===== config.mk =====
export PLATFORM = sky130hd
export DESIGN_NAME = riscv_ifetch_req_ctrl
export DESIGN_NICKNAME = d
export VERILOG_FILES = /design/src/rtl/riscv_ifetch_req_ctrl.sv
export SDC_FILE = /design/constraint.sdc
export NUM_CORES = 1
export LEC_CHECK = 0
export BUFFER_PORTS_ARGS = -buffer_cell sky130_fd_sc_hd__buf_4
export CORE_MARGIN = 10
export CORE_UTILIZATION = 41
export DETAILED_ROUTE_END_ITERATION = 10
export PLACE_DENSITY = 0.77
export SETUP_SLACK_MARGIN = 0.5
export SKIP_CTS_REPAIR_TIMING = 1
export SLEW_MARGIN = 25
export SYNTH_ARGS = -nofsm -noshare
export SYNTH_HDL_FRONTEND = slang
export SYNTH_SLANG_ARGS = --single-unit

===== constraint.sdc =====
create_clock -name clk -period 1.4 [get_ports clk]
set_input_delay 0 -clock clk [delete_from_list [all_inputs] [get_ports clk]]
set_output_delay 0 -clock clk [all_outputs]
set_load 0.005 [all_outputs]

===== src/rtl/riscv_ifetch_req_ctrl.sv =====
// Instruction-fetch request controller: drives IRAM rden/addr, captures mem_rdata on mem_ready.
// Optional read timeout is enabled with `define IFETCH_TIMEOUT_EN.
module riscv_ifetch_req_ctrl #(
  parameter int ADDR_W   = 64,
  parameter int INST_W   = 32,
  parameter int MAX_WAIT = 8
) (
  input  logic              clk,
  input  logic              rst_n,
  input  logic              req_valid,
  input  logic [ADDR_W-1:0] req_addr,
  input  logic              flush,
  output logic              rden,
  output logic [ADDR_W-1:0] addr,
  input  logic              mem_ready,
  input  logic [INST_W-1:0] mem_rdata,
  output logic              inst_valid,
  output logic [INST_W-1:0] inst,
  output logic              stall,
  output logic              err
);

  localparam logic [1:0] ST_IDLE = 2'd0;
  localparam logic [1:0] ST_REQ  = 2'd1;
  localparam logic [1:0] ST_GAP  = 2'd2;

  if (MAX_WAIT < 5) begin : g_bad_cfg
    $error("riscv_ifetch_req_ctrl: MAX_WAIT must be >= 5");
  end

  logic [1:0]        r_state;
  logic              r_rden;
  logic [ADDR_W-1:0] r_addr;
  logic              r_inst_valid;
  logic [INST_W-1:0] r_inst;

`ifdef IFETCH_TIMEOUT_EN
  localparam int WAIT_W = $clog2(MAX_WAIT + 1);
  logic              r_err;
  logic [WAIT_W-1:0] r_wait_cnt;
`endif

  always_ff @(posedge clk) begin
    if (!rst_n) begin
      r_state      <= ST_IDLE;
      r_rden       <= 1'b0;
      r_addr       <= '0;
      r_inst_valid <= 1'b0;
      r_inst       <= '0;
`ifdef IFETCH_TIMEOUT_EN
      r_err        <= 1'b0;
      r_wait_cnt   <= '0;
`endif
    end else begin
      r_inst_valid <= 1'b0;
`ifdef IFETCH_TIMEOUT_EN
      r_err        <= 1'b0;
`endif
      case (r_state)
        ST_IDLE: begin
          // flush outranks a new request; mem_ready here is stray and ignored
          if (req_valid && !flush) begin
            r_addr  <= req_addr;
            r_rden  <= 1'b1;
            r_state <= ST_REQ;
`ifdef IFETCH_TIMEOUT_EN
            r_wait_cnt <= '0;
`endif
          end
        end
        ST_REQ: begin
          if (flush) begin
            r_rden  <= 1'b0;
            r_state <= ST_GAP;
          end else if (mem_ready) begin
            r_inst       <= mem_rdata;
            r_inst_valid <= 1'b1;
            r_rden       <= 1'b0;
            r_state      <= ST_GAP;
          end
`ifdef IFETCH_TIMEOUT_EN
          else if (r_wait_cnt == WAIT_W'(MAX_WAIT - 1)) begin
            r_rden  <= 1'b0;
            r_err   <= 1'b1;
            r_state <= ST_GAP;
          end else begin
            r_wait_cnt <= r_wait_cnt + 1'b1;
          end
`endif
        end
        // one rden-low cycle lets the responder rearm before the next read
        ST_GAP:  r_state <= ST_IDLE;
        default: r_state <= ST_IDLE;
      endcase
    end
  end

  assign rden       = r_rden;
  assign addr       = r_addr;
  assign inst_valid = r_inst_valid;
  assign inst       = r_inst;
  assign stall      = (r_state == ST_REQ) | (r_state == ST_GAP);

`ifdef IFETCH_TIMEOUT_EN
  assign err = r_err;
`else
  assign err = 1'b0;
`endif

endmodule


==> impl_metrics.py <==
metrics = {
    "run_status": {
        "outcome": "finished with violations",
        "violations": "setup timing",
    },
    "clock_network": {
        "insertion_delay_ps": 350,
        "clock-sinks": 100,
        "numCtsBuffers": 9,
        "cts_tree": "built",
        "clk_path_buf_depth": 2,
        "htreeDepth": 3,
        "clkTransAtPathRegs_ps": 100,
        "cts-root-buf": "clkbuf_8",
    },
    "synthesis": {
        "synth_area_per_cell_um2": 8.64,
        "synth_largest_area_cell": "dfxtp_1",
        "synth-simple-area-share": 0.207,
        "synth.ff_latch_count": 100,
        "synth_mux_area_frac": 0.00519,
        "syn_nets": 551,
        "synth_ff_type": "dfxtp_1",
        "synth_compound_gate_area_share": 0.193,
        "synth-edff-count": 0,
        "synth.area.top_cells": "dfxtp_1 (52%), nand2_1 (19%), a21boi_1 (13%)",
        "yosys.area_share.adder": 0.0130,
        "synth_cell_types": 20,
        "synth_top_family_by_area": "simple AND/OR/NAND/NOR gates",
        "syn_area_um2": 3850,
        "synth_warnings": 0,
        "synthArstFlopShare": 0,
        "synth_cells": 446,
        "ys_seq_area_frac": 0.519,
        "yosysTopAreaCellShare": 0.519,
        "synth_xor_area_frac": 0,
    },
    "timing": {
        "tns_ps": -74.1,
        "period_share": 1.02,
        "fin_ws_ps": -31.8,
        "rsz0062_at_grt": "yes",
        "fin_crit_ps": 1430,
        "final.setup_skew_ps": 8.25,
        "maxSlewViolCount": 0,
        "hold_slack_ps": 70.6,
        "fmax_mhz": 698,
        "finalHoldViolations": 0,
        "setup_viol": 5,
    },
    "pwr": {
        "seq_power_share": 0.434,
        "clkPwrFrac": 0.244,
        "p_sw_frac": 0.303,
        "cellPowerDensity_nw_per_um2": 1070,
        "intPower_mw": 5.30,
        "leakagePower_nw": 3.16,
        "p_comb_frac": 0.322,
        "p_switching_mw": 2.30,
        "ir_drop_uv": 563,
    },
    "final_layout": {
        "layout.nets": 846,
        "areaGrowthSynthToFinish_pct": 84.8,
        "n_fill_cell": 571,
        "drive_gt1_frac": 0.421,
    },
    "drt": {
        "drtPass1Iterations": 4,
        "drc": 0,
        "routed_via_density": 4.96,
        "ant_nets": 0,
        "drt_iter0_markers": 298,
        "num_vias": 4258,
        "routedWlPerCell_um": 18.5,
        "totalWireLength_um": 15900,
    },
    "global_routing": {
        "antenna_found_initial": 1,
        "grt_overflow": 0,
        "grt_pass1_vias": 3621,
        "grt_use_total": 0.158,
        "grt_pass1_wl_um": 17400,
        "grt_max_degree": 68,
    },
    "worst_setup_path": {
        "worstSetupPathType": "reg -> reg",
        "start_kind": "flop",
        "critPathRequiredTime_ps": 1680,
        "cp_max_fo": 24,
        "end_kind": "flop",
        "arrival_ps": 1710,
    },
    "placed_design": {
        "place.gp.congestion": 0.742,
        "port_buffers": 199,
        "place_hpwl_um": 8810,
    },
    "floorplan": {
        "start_util": 0.419,
        "die_h_um": 117,
        "die_w_um": 117,
        "ioPinCount": 201,
        "core_area_um2": 9200,
        "rows": 35,
        "dieArea_um2": 13700,
    },
    "run": {
        "cap_viol_max_count": 0,
    },
    "hold_path": {
        "hp-class": "in -> reg",
    },
}
Yosys cell counts (2+ instances only):
library cell	count
a21oi_1	2
dfxtp_1	100
inv_1	2
clkbuf_1	11
ha_1	4
mux2i_1	2
buf_4	9
buf_2	4
and3b_1	3
nand2_1	196
a21boi_0	31
a21boi_1	65
nand3b_1	2
buf_6	9
layout make-up:
class	instances	area, um^2	share of cell area
Sequential cell	100	2010	0.282
Inverter	2	12.5	0.00176
Antenna cell	2	5.00	0.000703
Multi-Input combinational cell	311	1940	0.273
Tap cell	111	139	0.0195
Clock inverter	6	62.6	0.00878
Clock buffer	10	128	0.0179
Timing Repair Buffer	317	2830	0.397
path summary, 6_finish.rpt:
path                   start        to  slack [ps]  depth (start not counted)
setup / recovery  r_state[0]  addr[44]         -30                          7
hold / removal         rst_n  addr[20]          70                          2
setup reg to reg  r_state[0]  addr[44]         -30                          7
hold reg to reg     addr[26]  addr[26]         450                          2
flip-flops by register name, summed over array words and instances (netlist names):
signal and count:
addr 64, r_state 2, inst 32, inst_valid 1
rden 1
stage by stage:
stage          total power, mW  setup slack, ps  utilization  instances  instance area, um^2
2_1_floorplan             4.22              213            -        446                 3910
3_3_place_gp              4.98             97.4        0.589        731                 5420
3_5_place_dp              5.04            -17.6        0.589        731                 5420
4_1_cts                   6.85            -49.4        0.610        747                 5610
5_1_grt                   7.98            -95.2        0.774        858                 7120
6_report                  7.60            -31.8        0.775        859                 7120
critical path: stages, from the launching register on:
cell	delay, ps
dfxtp_4	400
inv_4	40
ha_4	160
nand3b_1	160
buf_6	140
buf_12	160
nand2_2	90
a21boi_2	170
power groups by stage:
stage / Clock (mW) / Sequential (mW) / Combinational (mW)
finish: 1.85 / 3.30 / 2.45
global route: 2.01 / 3.33 / 2.64
CTS: 1.87 / 3.28 / 1.69
detailed placement: 0 / 3.35 / 1.69
global placement: 0 / 3.34 / 1.64
floorplan: 0 / 3.36 / 0.864
layout by cell type, fill, tap and decap left out, types with 6 or more instances in the layout:
cell type and instances:
dlygate4sd3_1 96, clkbuf_8 9, buf_4 201, buf_6 8
nand2_4 17, dfxtp_1 98, nand2_2 27, a21boi_1 69
nand2_1 152, a21boi_2 25, clkbuf_16 6
logic make-up (layout without fill, tap and decap cells):
| group | count (synthesis) | in the layout |
|---|---|---|
| compound gates | 100 | 100 |
| other cells | 1 | 3 |
| simple gates | 204 | 204 |
| fa+ha+maj | 4 | 4 |
| mux | 2 | 2 |
| buf+inv | 35 | 335 |
| flops | 100 | 100 |
per-layer routing:
metal / global-route usage / wire length [um] / up-vias
met1: 0.173 / 5780 / 2026
met5: 0 / 0 / -
met3: 0.0693 / 1510 / 33
li1: - / - / 2019
met4: 0.0511 / 396 / 0
met2: 0.268 / 8240 / 180
(Power assumes the default switching activity.)
